<file path="config.mk">
export PLATFORM = sky130hd
export DESIGN_NAME = jam_cost_server
export DESIGN_NICKNAME = d
export VERILOG_FILES = /design/src/rtl/jam_cost_server.sv
export SDC_FILE = /design/constraint.sdc
export NUM_CORES = 1
export LEC_CHECK = 0
export CORE_ASPECT_RATIO = 0.5
export CORE_MARGIN = 3
export CORE_UTILIZATION = 55
export DETAILED_ROUTE_END_ITERATION = 16
export PLACE_DENSITY = 0.69
export SETUP_SLACK_MARGIN = 0.5
export SLEW_MARGIN = 30
export SYNTH_ARGS = -nofsm -noshare
export SYNTH_HDL_FRONTEND = slang
export SYNTH_SLANG_ARGS = --single-unit
</file>
<file path="constraint.sdc">
create_clock -name CLK -period 2.69 [get_ports CLK]
set_input_delay 0.538 -clock CLK [delete_from_list [all_inputs] [get_ports CLK]]
set_output_delay 0.538 -clock CLK [all_outputs]
set_load 0.02 [all_outputs]
</file>
<file path="src/rtl/jam_cost_server.sv">
// jam_cost_server
//   Responder side of the JAM worker/job cost interface. It holds the
//   N x N cost table and answers (W,J) lookups combinationally. The table is
//   loaded from a host stream. The assignment engine is held in reset during
//   the load and then released. The engine's MatchCount/MinCost are captured
//   on the first Valid, or a timeout is flagged if Valid never arrives.
//
//   Optional feature macro: JAM_COST_RUNSTAT_EN adds run_cycles[15:0]. It
//   reports the run-counter value at capture.
//
// Ports
//   CLK, RST        clock, synchronous active-high reset
//   ld_start        begin a new table load (honoured in S_IDLE / S_DONE)
//   ld_valid        load word valid
//   ld_data         cost word, row-major (entry k -> W=k/N, J=k%N)
//   ld_ready        high while loading
//   jam_rst         reset to the assignment engine
//   W, J            lookup indices from the engine
//   Cost            table[W][J], combinational, 0 outside S_RUN/S_DONE
//   Valid           engine result valid
//   MatchCount      engine match count
//   MinCost         engine minimum cost
//   res_done        result (or timeout) captured
//   res_timeout     Valid not seen within TIMEOUT run cycles
//   res_mincost     captured MinCost
//   res_match       captured MatchCount
//   run_cycles      (JAM_COST_RUNSTAT_EN only) run counter at capture
module jam_cost_server #(
  parameter int N        = 8,
  parameter int COST_W   = 7,
  parameter int HOLD_CYC = 2,
  parameter int TIMEOUT  = 4096
) (
  input  logic              CLK,
  input  logic              RST,
  input  logic              ld_start,
  input  logic              ld_valid,
  input  logic [COST_W-1:0] ld_data,
  output logic              ld_ready,
  output logic              jam_rst,
  input  logic [2:0]        W,
  input  logic [2:0]        J,
  output logic [COST_W-1:0] Cost,
  input  logic              Valid,
  input  logic [3:0]        MatchCount,
  input  logic [9:0]        MinCost,
  output logic              res_done,
  output logic              res_timeout,
  output logic [9:0]        res_mincost,
  output logic [3:0]        res_match
`ifdef JAM_COST_RUNSTAT_EN
  ,
  output logic [15:0]       run_cycles
`endif
);

  localparam int DEPTH = N * N;
  localparam int AW    = 6;
  localparam int HW    = $clog2(HOLD_CYC + 1) + 1;

  typedef enum logic [2:0] {
    S_IDLE,
    S_LOAD,
    S_HOLD,
    S_RUN,
    S_DONE
  } state_t;

  state_t r_state;
  state_t w_next;

  logic [COST_W-1:0] r_table [DEPTH];
  logic [AW-1:0]     r_word_cnt;
  logic [HW-1:0]     r_hold_cnt;
  logic [15:0]       r_run_cnt;
  logic              r_res_done;
  logic              r_res_timeout;
  logic [9:0]        r_res_mincost;
  logic [3:0]        r_res_match;

  logic          w_start;
  logic          w_accept;
  logic          w_last_word;
  logic          w_hold_end;
  logic          w_capture;
  logic          w_timeout;
  logic          w_in_range;
  logic [AW-1:0] w_rd_addr;

  // A start pulse while already loading/holding/running is ignored. A word
  // offered in the start cycle is not accepted, because ld_ready is still 0
  // in that cycle.
  assign w_start     = ld_start && (r_state == S_IDLE || r_state == S_DONE);
  assign w_accept    = (r_state == S_LOAD) && ld_valid;
  assign w_last_word = w_accept && (r_word_cnt == AW'(DEPTH - 1));
  assign w_hold_end  = (r_state == S_HOLD) && (r_hold_cnt == HW'(HOLD_CYC));
  // Valid wins over a timeout in the same cycle.
  assign w_capture   = (r_state == S_RUN) && Valid;
  assign w_timeout   = (r_state == S_RUN) && !Valid && (r_run_cnt == 16'(TIMEOUT - 1));

  always_ff @(posedge CLK) begin
    if (RST) r_state <= S_IDLE;
    else     r_state <= w_next;
  end

  always_comb begin
    w_next = r_state;
    case (r_state)
      S_IDLE: if (w_start) w_next = S_LOAD;
      S_LOAD: if (w_last_word) w_next = S_HOLD;
      S_HOLD: if (w_hold_end) w_next = S_RUN;
      S_RUN:  if (w_capture || w_timeout) w_next = S_DONE;
      S_DONE: if (w_start) w_next = S_LOAD;
      default: w_next = S_IDLE;
    endcase
  end

  // The hold counter runs 0..HOLD_CYC. As a result, jam_rst drops
  // HOLD_CYC+1 edges after the edge that took the last word. The run counter
  // freezes at capture, so it reads the number of edges from the jam_rst
  // fall to the Valid edge, minus one.
  always_ff @(posedge CLK) begin
    if (RST) begin
      r_word_cnt    <= '0;
      r_hold_cnt    <= '0;
      r_run_cnt     <= '0;
      r_res_done    <= 1'b0;
      r_res_timeout <= 1'b0;
      r_res_mincost <= '0;
      r_res_match   <= '0;
    end else if (w_start) begin
      r_word_cnt    <= '0;
      r_hold_cnt    <= '0;
      r_run_cnt     <= '0;
      r_res_done    <= 1'b0;
      r_res_timeout <= 1'b0;
      r_res_mincost <= '0;
      r_res_match   <= '0;
    end else begin
      case (r_state)
        S_LOAD: if (w_accept) r_word_cnt <= r_word_cnt + 1'b1;
        S_HOLD: if (!w_hold_end) r_hold_cnt <= r_hold_cnt + 1'b1;
        S_RUN: begin
          if (w_capture) begin
            r_res_mincost <= MinCost;
            r_res_match   <= MatchCount;
            r_res_done    <= 1'b1;
          end else if (w_timeout) begin
            r_res_timeout <= 1'b1;
            r_res_done    <= 1'b1;
          end else begin
            r_run_cnt <= r_run_cnt + 16'd1;
          end
        end
        default: ;
      endcase
    end
  end

  // The table has no reset. A reset mid-load leaves partial contents,
  // which only a full reload makes usable again.
  always_ff @(posedge CLK) begin
    if (w_accept && !RST) r_table[r_word_cnt] <= ld_data;
  end

  generate
    if (N < 8) begin : g_range
      assign w_in_range = (int'(W) < N) && (int'(J) < N);
    end else begin : g_full
      assign w_in_range = 1'b1;
    end
  endgenerate

  assign w_rd_addr = AW'(int'(W) * N + int'(J));

  always_comb begin
    Cost = '0;
    if ((r_state == S_RUN || r_state == S_DONE) && w_in_range)
      Cost = r_table[w_rd_addr];
  end

  assign ld_ready    = (r_state == S_LOAD);
  assign jam_rst     = (r_state == S_IDLE) || (r_state == S_LOAD) || (r_state == S_HOLD);
  assign res_done    = r_res_done;
  assign res_timeout = r_res_timeout;
  assign res_mincost = r_res_mincost;
  assign res_match   = r_res_match;

`ifdef JAM_COST_RUNSTAT_EN
  assign run_cycles = r_run_cnt;
`endif

endmodule

</file>
# [Yosys cells after proc, flatten, opt, wreduce, memory -nomap -nowiden]
# Memories as Yosys holds them, arrays and structs flattened.
# Index checks and enable logic that the tools add are counted.
[op_classes] n_mux=10 add_sub_neg=4 bitwise=3 reduce_logical=26 eq_ne=11
[op_table] op="$add 16x1->16 const B" count=1
[op_table] op="$eq 16x12->1 const B" count=1
[op_table] op="$mux 3" count=4
[op_table] op="$pmux 3 s4" count=1
[op_table] op="$eq 3x2->1 const B" count=3
[op_table] op="$logic_and 1x1->1" count=8
[op_table] op="$reduce_and 2->1" count=4
[op_table] op="$mux 7" count=1
[op_table] op="$add 6x1->6 const B" count=1
[op_table] op="$add 6x3->6" count=1
[op_table] op="$eq 6x6->1 const B" count=1
[op_table] op="$ne 2x1->1 const B" count=3
[op_table] op="$reduce_and 3->1" count=2
[op_table] op="$logic_or 1x1->1" count=5
[op_table] op="$mux 1" count=4
[op_table] op="$reduce_and 4->1" count=1
[op_table] op="$reduce_or 2->1" count=2
[op_table] op="$add 3x1->3 const B" count=1
[op_table] op="$eq 3x1->1 const B" count=1
[op_table] op="$eq 3x3->1 const B" count=1
[op_table] op="$logic_not 3->1" count=1
[op_table] op="$not 1->1" count=3
[op_table] op="$logic_not 1->1" count=2
[op_table] op="$ne 2x2->1 const B" count=1
[op_table] op="$reduce_bool 2->1" count=1
[totals] out_inout_bits=25 word_cells=63 n_memories=1 mem_bits_rw=448 ff_bits=44
[mem_list] name="r_table" words=64 word_bits=7 read_ports=1 rd_ports_with_merged_regs=0 write_ports=1 line_no="72" rtl="logic [COST_W-1:0] r_table [DEPTH];"

# [Longest topological paths before layout]
# Gate-level depths: netlist of the first run.
[depth] ltp_word=6 depth_mapped=9 depth_no_buf=7

# [Worst setup path after synthesis of the first run]
# No wires, ideal clock.
[synth_timing] path_type="input to output" startpoint="in J[0]" endpoint="out Cost[3]" path_slack_ns=-0.228 arrival_ns=2.380 required_ns=2.152 stages=8 path_cell_list="buf_2 > buf_4 > buf_4 > inv_2 > buf_2 > nand2_1 > a32o_1 > o41ai_1"
[synth_between] elab_chain_len=3
[synth_lines] element="start, declared" line_no="42" rtl="input logic [2:0] J,"
[synth_lines] element="$add 6x3->6" line_no="174" rtl="assign w_rd_addr = AW'(int'(W) * N + int'(J));"
[synth_lines] element="$mem_v2 64x7"
[synth_lines] element="$mux 7" line_no="178" rtl="if ((r_state == S_RUN || r_state == S_DONE) && w_in_range)"
[synth_lines] element="end, declared" line_no="43" rtl="output logic [COST_W-1:0] Cost,"
# Every way passes these cells.

# [Worst setup path after layout of the first run]
[layout_timing] startpoint="mem r_table[60][3]" endpoint="out Cost[3]"
[layout_between] elab_chain_len=2
[layout_lines] element="start, declared" line_no="72"
[layout_lines] element="$mem_v2 64x7"
[layout_lines] element="$mux 7" line_no="178"
# Every way passes these cells.

==> results by group, run 1 <==
Yosys
  – Asr flop ratio synth: 0
  – Netlist area before placement: 0.0195 mm^2
  – Most frequent cells after synthesis: 448 x edfxtp_1, 111 x mux4_2, 94 x nor2_1
  – Average size of a mapped cell: 18.1 um^2
  – Distinct cell type count after synthesis: 62
  – Primary flip-flop cell chosen by synthesis mapping: edfxtp_1
  – Most common cell in the netlist: edfxtp_1
  – Synth warn: 0
  – Sequential area share after synthesis: 0.736
  – Most area-hungry cell type in the Yosys netlist: edfxtp_1
  – Yosys reg bits: 492
  – Post-synthesis net count: 1111
  – Post-synth EDFFs: 448
  – Count of mapped cells out of synthesis: 1075
  – Post-synth top area share: 0.691
  – Synth area leaders: edfxtp_1 69%, mux4_2 13%, dfxtp_1 4.5%

Route
  – Violation count after the first detailed-route iteration: 1243
  – Number of iterations in the first detailed-routing pass: 7
  – Post-detailed-route via-to-cell ratio: 6.17
  – WL per Instance: 27.1 um
  – Total detailed-routing wirelength: 48900 um
  – Vias: 11155
  – Antenna-violating nets left: 0
  – Drc violations: 0

Clock tree
  – Sinks on the clock net: 492
  – Hold-fix buffers at CTS: 0
  – Number of buffers created by CTS: 43
  – Number of buffers on the longest clock path: 3
  – Clk pin slew, worst setup/hold paths: 60 ps
  – Clock tree from TritonCTS: done
  – Clock network latency to the later pin of the worst-skew pair: 540 ps
  – H-tree level count: 2
  – Clock Tree Root: clkbuf_16

Worst hold path
  – Worst Hold Class: primary input to flop
  – Worst hold path cell count: 1
  – Launch point of the worst hold path: ld_data[4]

Timing
  – Number of setup violations in the final report: 7
  – Final critical-path share of the clock period: 1.13
  – Hold Fails Final Rpt: 0
  – Setup repair after global routing missed its margin: yes
  – Setup skew after layout: 9.08 ps
  – Maximum clock frequency: 0.330 GHz
  – Max-slew headroom: 0.434
  – Fin crit period: 3030 ps
  – Tightest Pin Transition: 847 ps
  – Final Slew Violations: 0
  – Post-route setup TNS: -1320 ps
  – Post-layout worst setup margin: -343 ps

Floorplanning
  – Horizontal extent of the die: 272 um
  – Effective utilization at floorplan: 0.561
  – Number of top-level pins: 57
  – Die height: 139 um
  – Placeable core region: 0.0347 mm^2
  – Number of rows created at floorplan: 48
  – Total Die Area: 0.0379 mm^2

Placed design
  – Input/output buffers: 56
  – Post-DP HPWL: 32100 um
  – Placed cell areas: 0.0223 mm^2
  – Routability-driven placement congestion ratio: 0.959

Cells and area
  – Number of antenna diodes: 0
  – Signed area change from the synthesized netlist to the final layout: 25.6%
  – Net count reported at finish: 1336
  – Fill cell count: 2206
  – Final design area excluding fillers: 0.0245 mm^2
  – Fraction of final layout cells sized beyond drive strength 1: 0.379

Power and ir drop
  – Areal power density over the cells: 658 mW/mm^2
  – Leakage Power: 7.90 nW
  – Overall power consumption: 16.1 mW
  – IR drop worst, VDD: 0.402 mV

Worst setup path
  – Highest cell delay on the worst timing path: 520 ps
  – List of cells traversed by the critical path: mux4_2 > mux4_2 > o211ai_4 > o41ai_4 > buf_4
  – Cell type with the highest occurrence count on the critical path: mux4_2
  – Setup slack of the most critical reg-to-reg path: 550 ps
  – Worst Setup Path Type: flop to output pin
  – Start of the worst register-to-register path: r_state[1]
  – Slowest cell on the critical path: mux4_2
  – Biggest fanout along the worst timing path: 1
  – Worst setup path startpoint: r_table[60][3]
  – Crit start category: flop
  – Signal arrival time at the worst endpoint: 2500 ps
  – Cells on worst reg2reg path: 7
  – Critical Path Sink Type: output pin
  – Crit path required time: 2150 ps

Global route
  – Overall routing resource usage: 0.265
  – Wire length of the first global-routing pass: 73200 um
  – Vias in the first global route: 11157
  – Leftover overflow at the end of global routing: 0
  – Maximum number of pins on one net before global-route repair: 65
  – Initial antenna violation count: 0

Flow run
  – Maxcap violations: 0

Status
  – Result of the run: complete, but fails checks
  – Violated checks: negative setup slack
-- cell usage in the layout (no fill, tap or decap), drive strengths merged, types with 16 or more instances in the layout --
cell	netlist	final
edfxtp	448	448
nor2	94	94
mux2i	16	16
buf	44	198
mux4	111	111
dfxtp	44	44
a21oi	39	39
clkbuf	16	55
nand2	72	72
clkdlybuf4s50	0	35
clkinv	1	22
nand3	18	18
-- per-stage QoR --
stage                     instances  worst slack (ps)   util  hold slack [ps]
final                          1809              -343  0.705              342
after global routing           1809              -380  0.705              351
after CTS                      1800              -336  0.696              343
after detailed placement       1707              -835  0.644              447
after global placement         1707              -834  0.644              442
after floorplan                1075              59.6      -              443
-- power breakdown --
part | internal, mW | switching [mW] | leakage (nW) | total [mW]
sequential | 8.37 | 0.0270 | 4.38 | 8.39
clock | 3.54 | 2.70 | 0.692 | 6.24
combinational | 0.659 | 0.802 | 2.83 | 1.46
-- worst max-delay path: cells and delay by family (launching register included) --
| family | cells | cell delay (ps) |
|---|---|---|
| mux | 2 | 1040 |
| buf+inv | 1 | 170 |
| compound gates | 2 | 350 |
| flops | 1 | 390 |
-- cells by family (layout without fill, tap and decap cells) --
family	after synthesis	count (layout)	synth area share
AO/OA/AOI/OAI	122	122	0.0410
buffers and inverters	65	324	0.0171
XOR/XNOR	10	10	0.00450
AND/OR/NAND/NOR	248	248	0.0586
adder cells (fa/ha/maj)	4	4	0.00257
flip-flops	492	492	0.736
multiplexers	134	134	0.141
-- registers in the layout (all words and copies together) (netlist names) --
signal / cells
res_match: 4
r_hold_cnt: 3
res_done: 1
res_mincost: 10
r_run_cnt: 16
res_timeout: 1
r_word_cnt: 6
r_table: 448
r_state: 3
-- layout make-up --
cell class | count | area (um^2) | share of cell area
sequential | 492 | 14300 | 0.586
clock inverter | 27 | 253 | 0.0103
clock buffer | 52 | 1150 | 0.0471
multi-input combinational | 518 | 5540 | 0.226
timing repair buffer | 240 | 2570 | 0.105
tap | 475 | 594 | 0.0243
inverter | 5 | 21.3 | 0.000869
-- layer usage --
metal / global-route usage / wire length, um / vias up
li1: - / - / 4793
met1: 0.395 / 20200 / 5741
met2: 0.398 / 22500 / 550
met3: 0.0742 / 5310 / 71
met4: 0.0552 / 894 / 0
met5: 0 / 0 / -
-- final timing paths --
check | to
worst max register to register | r_table[30][2]
worst max-delay path | Cost[3]
worst min-delay path | r_table[11][4]
worst min register to register | res_match[1]
-- timing repair --
item | in CTS | in global routing
buffers inserted | 10 | 8
setup endpoints to repair | 25 | 431
pin swaps | 23 | 23
resized for setup | 90 | 52
endpoints found under the hold margin | 0 | 0
cloned | 4 | 1
Power figures use the tool's default switching activity.
==> run 2, diff against run 1 <==
--- a/config.mk
+++ b/config.mk
@@ -6,7 +6,6 @@
 export NUM_CORES = 1
 export LEC_CHECK = 0
 export CORE_ASPECT_RATIO = 0.5
-export CORE_MARGIN = 3
 export CORE_UTILIZATION = 55
 export DETAILED_ROUTE_END_ITERATION = 16
 export PLACE_DENSITY = 0.69
==> results by group, run 2 (synthesized netlist as in run 1, its figures left out) <==
Clock tree
  – Clk pin slew, worst setup/hold paths: 70 ps (about the same)
  – H-tree level count: 2 (unchanged)
  – Clock Tree Root: clkbuf_16
  – Clock network latency to the later pin of the worst-skew pair: 550 ps (about the same)
  – Clock tree from TritonCTS: done
  – Number of buffers on the longest clock path: 3 (unchanged)
  – Number of buffers created by CTS: 43 (unchanged)
  – Sinks on the clock net: 492 (unchanged)

Timing
  – Max-slew headroom: 0.451 (+0.0169)
  – Number of setup violations in the final report: 7 (unchanged)
  – Post-layout worst setup margin: -375 ps (-31.7 ps)
  – Setup skew after layout: 15.2 ps (+6.17 ps)
  – Tightest Pin Transition: 821 ps (-25.7 ps)
  – Maximum clock frequency: 0.326 GHz (-1.0%)
  – Final Slew Violations: 0 (unchanged)
  – Final critical-path share of the clock period: 1.14 (+0.0118)
  – Post-route setup TNS: -1610 ps (-285 ps)
  – Setup repair after global routing missed its margin: yes
  – Fin crit period: 3060 ps (+31.6 ps)
  – Hold Fails Final Rpt: 0 (unchanged)

Global route
  – Overall routing resource usage: 0.273 (+0.00769)
  – Wire length of the first global-routing pass: 70400 um (-3.9%)
  – Maximum number of pins on one net before global-route repair: 65 (unchanged)
  – Initial antenna violation count: 1 (+1)
  – Vias in the first global route: 11016 (-1.3%)
  – Leftover overflow at the end of global routing: 0 (unchanged)

Floorplanning
  – Number of top-level pins: 57 (unchanged)
  – Total Die Area: 0.0362 mm^2 (-4.3%)
  – Horizontal extent of the die: 268 um (-1.5%)
  – Placeable core region: 0.0347 mm^2 (-0.17%)
  – Number of rows created at floorplan: 48 (unchanged)
  – Effective utilization at floorplan: 0.562 (+0.000973)
  – Die height: 135 um (-2.9%)

Route
  – Met3 Wirelength: 4980 um (-6.2%)
  – Post-detailed-route via-to-cell ratio: 6.08 (-1.4%)
  – Violation count after the first detailed-route iteration: 1216 (-2.2%)
  – Drc violations: 0 (unchanged)
  – WL per Instance: 26.3 um (-2.7%)
  – Total detailed-routing wirelength: 48000 um (-2.0%)
  – Vias: 11083 (-0.65%)
  – Number of iterations in the first detailed-routing pass: 6 (-1)
  – Highest layer used for signal routing: met4
  – Length of routed met2 wiring: 22500 um (about the same)
  – Routed length on met1: 19800 um (-1.9%)
  – Antenna-violating nets left: 0 (unchanged)

Placed design
  – Routability-driven placement congestion ratio: 0.963 (+0.46%)
  – Post-DP HPWL: 30800 um (-4.1%)
  – Pre-CTS setup slack: -809 ps (+25.8 ps)
  – Placed cell areas: 0.0225 mm^2 (+0.73%)
  – Input/output buffers: 56 (unchanged)

Cells and area
  – Most common cell after layout, fill and taps aside: edfxtp_1
  – Share of the core filled with cells in the final layout: 0.709 (+0.00451)
  – Register name with the most flops: r_table
  – Flip-flop count of the largest register, all copies and words added: 448 (unchanged)
  – Fraction of final layout cells sized beyond drive strength 1: 0.379 (about the same)
  – Net count reported at finish: 1348 (+0.90%)
  – Fill cell count: 2110 (-4.4%)
  – Commonest cells after routing, fill and taps aside: 448 x edfxtp_1, 146 x buf_4, 111 x mux4_2
  – Final design area excluding fillers: 0.0246 mm^2 (+0.47%)
  – Signed area change from the synthesized netlist to the final layout: 26.2%

Power and ir drop
  – IR drop worst, VDD: 0.545 mV (+36%)
  – Overall power consumption: 16.6 mW (+3.3%)
  – Part of the total power dissipated in the clock network: 0.408 (+0.020)
  – Areal power density over the cells: 676 mW/mm^2 (+2.8%)
  – Leakage Power: 7.98 nW (+1.0%)
  – Fraction of power spent switching nets: 0.217 (-0.00220)
  – Internal Power: 13.0 mW (+3.5%)
  – Sequential Power Share: 0.506 (-0.016)
  – Combinational fraction of design power: 0.086 (-0.005)
  – Switching power summed over all nets: 3.60 mW (+2.2%)

Worst setup path
  – Critical Path Sink Type: output pin
  – Crit start category: flop
  – Crit path required time: 2150 ps (about the same)
  – Signal arrival time at the worst endpoint: 2530 ps (+30 ps)
  – Worst Setup Path Type: flop to output pin
  – Biggest fanout along the worst timing path: 1 (unchanged)

Status
  – Result of the run: complete, but fails checks
  – Violated checks: negative setup slack

Worst hold path
  – Worst Hold Class: primary input to flop

Flow run
  – Maxcap violations: 0 (unchanged)
==> run 2: cell types whose count changed in the layout (fill, tap and decap cells not counted), moves of 6 or more <==
cell / change
buf_4: +17
buf_6: -9
a22oi_1: +6
clkinv_1: -9
a22oi_2: -6
==> run 2: critical path: stages (launching register included) <==
cell,delay [ps]
edfxtp_1,390
mux4_2,530
mux4_2,520
o211ai_4,230
o41ai_4,130
buf_4,180
==> run 2: cell type report <==
class,count,area [um^2],share of cell area
Clock buffer,53,1180,0.0479
Timing Repair Buffer,252,2620,0.107
Tap cell,475,594,0.0242
Multi-Input combinational cell,518,5450,0.222
Inverter,5,18.8,0.000764
Sequential cell,492,14300,0.583
Clock inverter,26,375,0.0153
Antenna cell,1,2.50,0.000102
==> run 2: final timing paths <==
kind / from / end / slack (ps) / cells past startpoint
min: ld_data[2] / r_table[24][2] / 440 / 1
max reg2reg: r_state[1] / r_table[54][2] / 530 / 8
max: r_table[62][0] / Cost[0] / -370 / 5
min reg2reg: res_mincost[3] / res_mincost[3] / 460 / 2
==> run 2: what timing repair did <==
item	4_1_cts	5_1_grt
setup endpoints to repair	71	417
cloned	2	0
gates resized for setup	78	33
pin swaps	19	20
hold buffers	0	0
setup buffers	17	4
==> run 2: power by group through the flow <==
stage | Combinational, mW | Clock (mW) | Sequential (mW)
after floorplan | 0.687 | 0 | 8.56
after detailed placement | 1.32 | 0 | 8.56
after CTS | 1.40 | 6.84 | 8.40
final | 1.43 | 6.78 | 8.41
after global routing | 1.51 | 7.11 | 8.41
after global placement | 1.29 | 0 | 8.56
==> run 2: metrics by stage <==
step | cells | hold WS [ps]
2_1_floorplan | 1075 | 443
3_3_place_gp | 1719 | 443
3_5_place_dp | 1719 | 449
4_1_cts | 1817 | 431
5_1_grt | 1821 | 428
6_report | 1822 | 445
==> run 2: metal layers <==
metal | GRT usage | vias up
li1 | - | 4816
met1 | 0.390 | 5682
met2 | 0.420 | 529
met3 | 0.0801 | 56
met4 | 0.0594 | 0
met5 | 0 | -
